--- src/rtl/mlp_seq_ctrl.sv ---
// rtl/mlp_seq_ctrl.sv - sequential 9-3-1 MLP evaluator on one shared multiplier
// Optional MLP_SEQ_CLASS_EN adds registered class bit cls = (out != 0).
module mlp_seq_ctrl #(
  parameter int IN_W  = 4,
  parameter int ACC_W = 22,
  parameter int OUT_W = 21
) (
  input  logic              clk,
  input  logic              rst,
  input  logic [9*IN_W-1:0] inp,
  input  logic              in_valid,
  output logic              in_ready,
  output logic [OUT_W-1:0]  out,
  output logic              out_valid,
`ifdef MLP_SEQ_CLASS_EN
  output logic              cls,
`endif
  input  logic              out_ready
);

  typedef enum logic [1:0] {IDLE, L0, L1, DONE} state_t;

  localparam logic signed [7:0] W0 [27] = '{
    -8'sd30, -8'sd13,  8'sd3,  -8'sd8,   8'sd7,  8'sd7,  8'sd40, 8'sd10,  8'sd38,
     8'sd33,  8'sd68,  8'sd79,  8'sd58, -8'sd17,  8'sd40, 8'sd42, 8'sd6,  -8'sd20,
     8'sd50,  8'sd27, -8'sd7,  -8'sd13,  8'sd30,  8'sd74, 8'sd1, -8'sd20,  8'sd12};
  localparam logic signed [7:0] W1 [3] = '{-8'sd18, 8'sd86, 8'sd61};
  localparam logic signed [ACC_W-1:0] B0 [3] = '{22'sd662, -22'sd362, -22'sd441};
  localparam logic signed [ACC_W-1:0] B1 = -22'sd110178;

  state_t                   state;
  logic [9*IN_W-1:0]        feat_q;
  logic [1:0]               n;
  logic [3:0]               i;
  logic signed [ACC_W-1:0]  acc;
  logic [2:0][12:0]         hid;

  logic [4:0]               w_idx;
  logic [12:0]              opnd;
  logic signed [7:0]        wgt;
  logic signed [ACC_W-1:0]  base, prod, sum;

  assign in_ready = (state == IDLE);

  // One multiplier: operand is a zero-extended feature in L0, a hidden value in L1.
  always_comb begin
    w_idx = 5'(n) * 5'd9 + 5'(i);
    opnd  = '0;
    wgt   = '0;
    base  = acc;
    if (state == L1) begin
      case (i[1:0])
        2'd0:    opnd = hid[0];
        2'd1:    opnd = hid[1];
        default: opnd = hid[2];
      endcase
      wgt = (i[1:0] == 2'd0) ? W1[0] : (i[1:0] == 2'd1) ? W1[1] : W1[2];
      if (i == 4'd0) base = B1;
    end else begin
      opnd = {{(13-IN_W){1'b0}}, feat_q[IN_W*i +: IN_W]};
      wgt  = (w_idx < 5'd27) ? W0[w_idx] : 8'sd0;
      if (i == 4'd0) base = (n == 2'd0) ? B0[0] : (n == 2'd1) ? B0[1] : B0[2];
    end
    prod = $signed({{(ACC_W-13){1'b0}}, opnd}) * $signed({{(ACC_W-8){wgt[7]}}, wgt});
    sum  = base + prod;
  end

  always_ff @(posedge clk or posedge rst) begin
    if (rst) begin
      state     <= IDLE;
      feat_q    <= '0;
      n         <= '0;
      i         <= '0;
      acc       <= '0;
      hid       <= '0;
      out       <= '0;
      out_valid <= 1'b0;
`ifdef MLP_SEQ_CLASS_EN
      cls       <= 1'b0;
`endif
    end else begin
      case (state)
        IDLE: begin
          if (in_valid) begin
            feat_q <= inp;
            n      <= '0;
            i      <= '0;
            state  <= L0;
          end
        end
        L0: begin
          acc <= sum;
          if (i == 4'd8) begin
            hid[n] <= sum[ACC_W-1] ? 13'd0 : sum[12:0];
            i      <= '0;
            if (n == 2'd2) begin
              n     <= '0;
              state <= L1;
            end else begin
              n <= n + 2'd1;
            end
          end else begin
            i <= i + 4'd1;
          end
        end
        L1: begin
          acc <= sum;
          if (i == 4'd2) begin
            out       <= sum[ACC_W-1] ? '0 : sum[OUT_W-1:0];
            out_valid <= 1'b1;
`ifdef MLP_SEQ_CLASS_EN
            cls       <= !sum[ACC_W-1] && (sum[OUT_W-1:0] != '0);
`endif
            i         <= '0;
            state     <= DONE;
          end else begin
            i <= i + 4'd1;
          end
        end
        default: begin
          if (out_ready) begin
            out_valid <= 1'b0;
            state     <= IDLE;
          end
        end
      endcase
    end
  end

endmodule
--- config.mk ---
export PLATFORM = sky130hd
export DESIGN_NAME = mlp_seq_ctrl
export DESIGN_NICKNAME = d
export VERILOG_FILES = /design/src/rtl/mlp_seq_ctrl.sv
export SDC_FILE = /design/constraint.sdc
export NUM_CORES = 1
export LEC_CHECK = 0
export ABC_AREA = 1
export CORE_AREA = 2 2 178 180
export CTS_CLUSTER_DIAMETER = 60
export CTS_CLUSTER_SIZE = 12
export DETAILED_ROUTE_END_ITERATION = 6
export DIE_AREA = 0 0 180 182
export SYNTH_ARGS = -nofsm -noshare
export SYNTH_HDL_FRONTEND = slang
export SYNTH_SLANG_ARGS = --single-unit
--- constraint.sdc ---
create_clock -name clk -period 7.91 [get_ports clk]
set_input_delay 2.373 -clock clk [delete_from_list [all_inputs] [get_ports clk]]
set_output_delay 2.373 -clock clk [all_outputs]
set_load 0.01 [all_outputs]
==> results.sh <==
export IMPL_netlist_area_leader_share=0.298
export IMPL_totalNegativeSetupSlack_ns=0
export IMPL_area_growth_pct=15.3
export IMPL_synth_edf_count=0
export IMPL_placement_io_buffers=62
export IMPL_avgSynthCellArea_sq_um=7.96
export IMPL_post_route_drc_count=0
export IMPL_ant_nets=0
export IMPL_finalWeightedCongestion=0.886
export IMPL_outcome="finished, final reports clean"
export IMPL_residual_overflow_from_global_routing=0
export IMPL_insertion_delay_ns=0.42
export IMPL_worstMarginPinSlew_ns=1.05
export IMPL_synth_warning_count=0
export IMPL_n_antenna_cell=0
export IMPL_clock_tree_htree_level_count=4
export IMPL_detail_route_wirelength_microns=27800
export IMPL_layout_worst_path_cycle_share=0.938
export IMPL_worstHoldStart="acc[3]"
export IMPL_ys_async_sr_fraction=1.00
export IMPL_final_min_clock_period_ns=7.42
export IMPL_globalRoute_busiestLayer="met2"
export IMPL_hold_end="acc[3]"
export IMPL_rsz0062_at_grt="false"
export IMPL_final_count_of_negative_setup_slack_endpoints=0
export IMPL_clock_sink_count=127
export IMPL_setup_worst_path_start_class="flop"
export IMPL_r2r_slack_ns=0.49
export IMPL_clk_pin_slew_ns=0.05
export IMPL_antenna_found_initial=0
export IMPL_dieHeight_microns=182
export IMPL_synthDistinctLibCells=42
export IMPL_maxCapViolCount=0
export IMPL_grt_first_pass_wirelength_microns=47200
export IMPL_nFillCells=3155
export IMPL_synth_net_count=1546
export IMPL_synth_flop_cell="sky130_fd_sc_hd__dfrtp_1"
export IMPL_cell_with_the_largest_stage_delay_on_the_worst_path="sky130_fd_sc_hd__fa_2"
export IMPL_ios=63
export IMPL_grt_start_max_net_pins=66
export IMPL_critPathCaptureType="flop"
export IMPL_initialDrtViolationCount=535
export IMPL_rr_startpoint="n[1]"
export IMPL_timing_rr_end="hid[11]"
export IMPL_synthCells=1338
export IMPL_final_layout_size_suffix_gt1_frac=0.0656
export IMPL_via_count_of_the_first_global_routing_pass=9149
export IMPL_globalRouteMet1Util=0.254
export IMPL_fp_dieW_microns=180
export IMPL_wl_per_cell_microns=15.4
export IMPL_synth_top_cells_by_count="sky130_fd_sc_hd__nand2_1 (326), sky130_fd_sc_hd__inv_1 (211), sky130_fd_sc_hd__dfrtp_1 (127)"
export IMPL_timing_setup_critical_path_class="flop to flop"
export IMPL_critPathArrivalTime_ns=7.77
export IMPL_vias_per_cell=4.92
export IMPL_cts_hold_buf=0
export IMPL_synth_most_common_cell="sky130_fd_sc_hd__nand2_1"
export IMPL_globalRouteTotalUtil=0.178
export IMPL_yosys_top_cells_area="sky130_fd_sc_hd__dfrtp_1 (30%), sky130_fd_sc_hd__fa_1 (17%), sky130_fd_sc_hd__nand2_1 (11%), sky130_fd_sc_hd__ha_1 (9.4%), sky130_fd_sc_hd__inv_1 (7.4%)"
export IMPL_fin_nets=1597
export IMPL_core_rowCount=65
export IMPL_groute_layer_met2_usage=0.283
export IMPL_cpMostUsedCell="sky130_fd_sc_hd__nand2_1"
export IMPL_final_slew_violations=0
export IMPL_worstSetupStartpoint="n[1]"
export IMPL_fraction_of_the_yosys_area_taken_by_sequential_cells=0.298
export IMPL_dpl_hpwl_microns=22000
export IMPL_use_met3=0.0279
export IMPL_fp_dieArea_sq_mm=0.0328
export IMPL_crit_fanout=40
export IMPL_number_of_storage_elements_in_the_synthesis_netlist=127
export IMPL_cts_tree="done"
export IMPL_drtPass1Iterations=5
export IMPL_mappedNetlistArea_sq_mm=0.0107
export IMPL_cts_root_to_sink_buffers=2
export IMPL_root_buffer="sky130_fd_sc_hd__clkbuf_16"
export IMPL_route_vias_total=8873
export IMPL_min_delay_path_class="flop to flop"
export IMPL_timing_critical_path_required_ns=8.26
export IMPL_timing_final_hold_violations=0
export IMPL_critical_path_s_largest_stage_delay_ns=0.69
export IMPL_worstHoldPathCells=2
export IMPL_synth_top_cell_by_area="sky130_fd_sc_hd__dfrtp_1"
export IMPL_initial_core_util=0.344
export IMPL_fin_skew_ns=0.00896
export IMPL_slew_limit_headroom=0.294
export IMPL_cts_inserted_buffers=17
export IMPL_fmaxAchievable_mhz=135
export IMPL_core_region_area_sq_mm=0.0310
export IMPL_worst_r2r_cell_count=33
## metrics by stage
stage | hold slack, ns | utilization | area, sq um | setup slack [ns] | instances
after floorplan | 0.437 | - | 10700 | 1.32 | 1338
after global placement | 0.456 | 0.377 | 11700 | 0.419 | 1772
after detailed placement | 0.455 | 0.377 | 11700 | 0.324 | 1772
after CTS | 0.470 | 0.396 | 12300 | 0.305 | 1804
after global routing | 0.499 | 0.397 | 12300 | 0.000949 | 1804
final | 0.467 | 0.397 | 12300 | 0.494 | 1804
## worst max-delay path, delay by kind of cell (launching register included)
kind            cells  cell delay (ns)
compound gates      3             0.49
buf+inv             8             0.90
fa+ha+maj           9             4.10
flops               1             0.48
simple gates       13             1.35
## worst max-delay path by stage
stage | slack [ns] | endpoint
after floorplan | 1.32 | hid[36]
after global placement | 0.42 | acc[21]
after detailed placement | 0.32 | acc[21]
after CTS | 0.31 | hid[11]
after global routing | 0.0009 | out[12]
final | 0.49 | hid[11]
## layout make-up
class | instances | area (sq um) | area share
multi-input combinational | 947 | 6430 | 0.524
sequential | 127 | 3180 | 0.259
inverter | 216 | 813 | 0.0662
timing repair buffer | 80 | 768 | 0.0625
tap | 402 | 503 | 0.0409
clock buffer | 19 | 453 | 0.0369
clock inverter | 13 | 140 | 0.0114
## state kept, by name, indices dropped and copies added, names as in the netlist
| register | count |
|---|---|
| hid | 39 |
| feat_q | 36 |
| state | 2 |
| out | 21 |
| i | 4 |
| n | 2 |
| acc | 22 |
| out_valid | 1 |
## cells by family (layout without fill, tap and decap cells)
group / after synthesis / count (layout) / synth area share
buffers and inverters: 264 / 328 / 0.0987
muxes: 15 / 15 / 0.0159
adders and majority gates: 168 / 168 / 0.259
DFF: 127 / 127 / 0.298
AOI/OAI and AO/OA: 180 / 180 / 0.0953
xor gates and xnor gates: 14 / 14 / 0.0115
and+or+nand+nor: 570 / 570 / 0.221
## layer usage
metal	wire length, microns	share of wire
met3	1350	0.049
met2	12600	0.45
met4	470	0.017
met1	13400	0.48
met5	0	0
## timing repair
item	4_1_cts	5_1_grt
setup endpoints to repair	0	41
buffers inserted	0	0
resized for setup	0	2
endpoints found under the hold margin	0	0
## placed cells by master (no fill, tap or decap), types with 62 or more instances in the layout
| cell type | Yosys | routed |
|---|---|---|
| sky130_fd_sc_hd__dfrtp_1 | 127 | 127 |
| sky130_fd_sc_hd__ha_1 | 80 | 80 |
| sky130_fd_sc_hd__nand2_1 | 326 | 325 |
| sky130_fd_sc_hd__o21ai_0 | 64 | 64 |
| sky130_fd_sc_hd__nand3_1 | 86 | 86 |
| sky130_fd_sc_hd__clkdlybuf4s50_1 | 0 | 62 |
| sky130_fd_sc_hd__nor2_1 | 123 | 122 |
| sky130_fd_sc_hd__fa_1 | 88 | 87 |
| sky130_fd_sc_hd__inv_1 | 211 | 210 |
| sky130_fd_sc_hd__a21oi_1 | 77 | 77 |
Power is left out: the tool's default activity adds up to more than one toggle a clock period on the data nets, which glitch-free logic cannot reach.
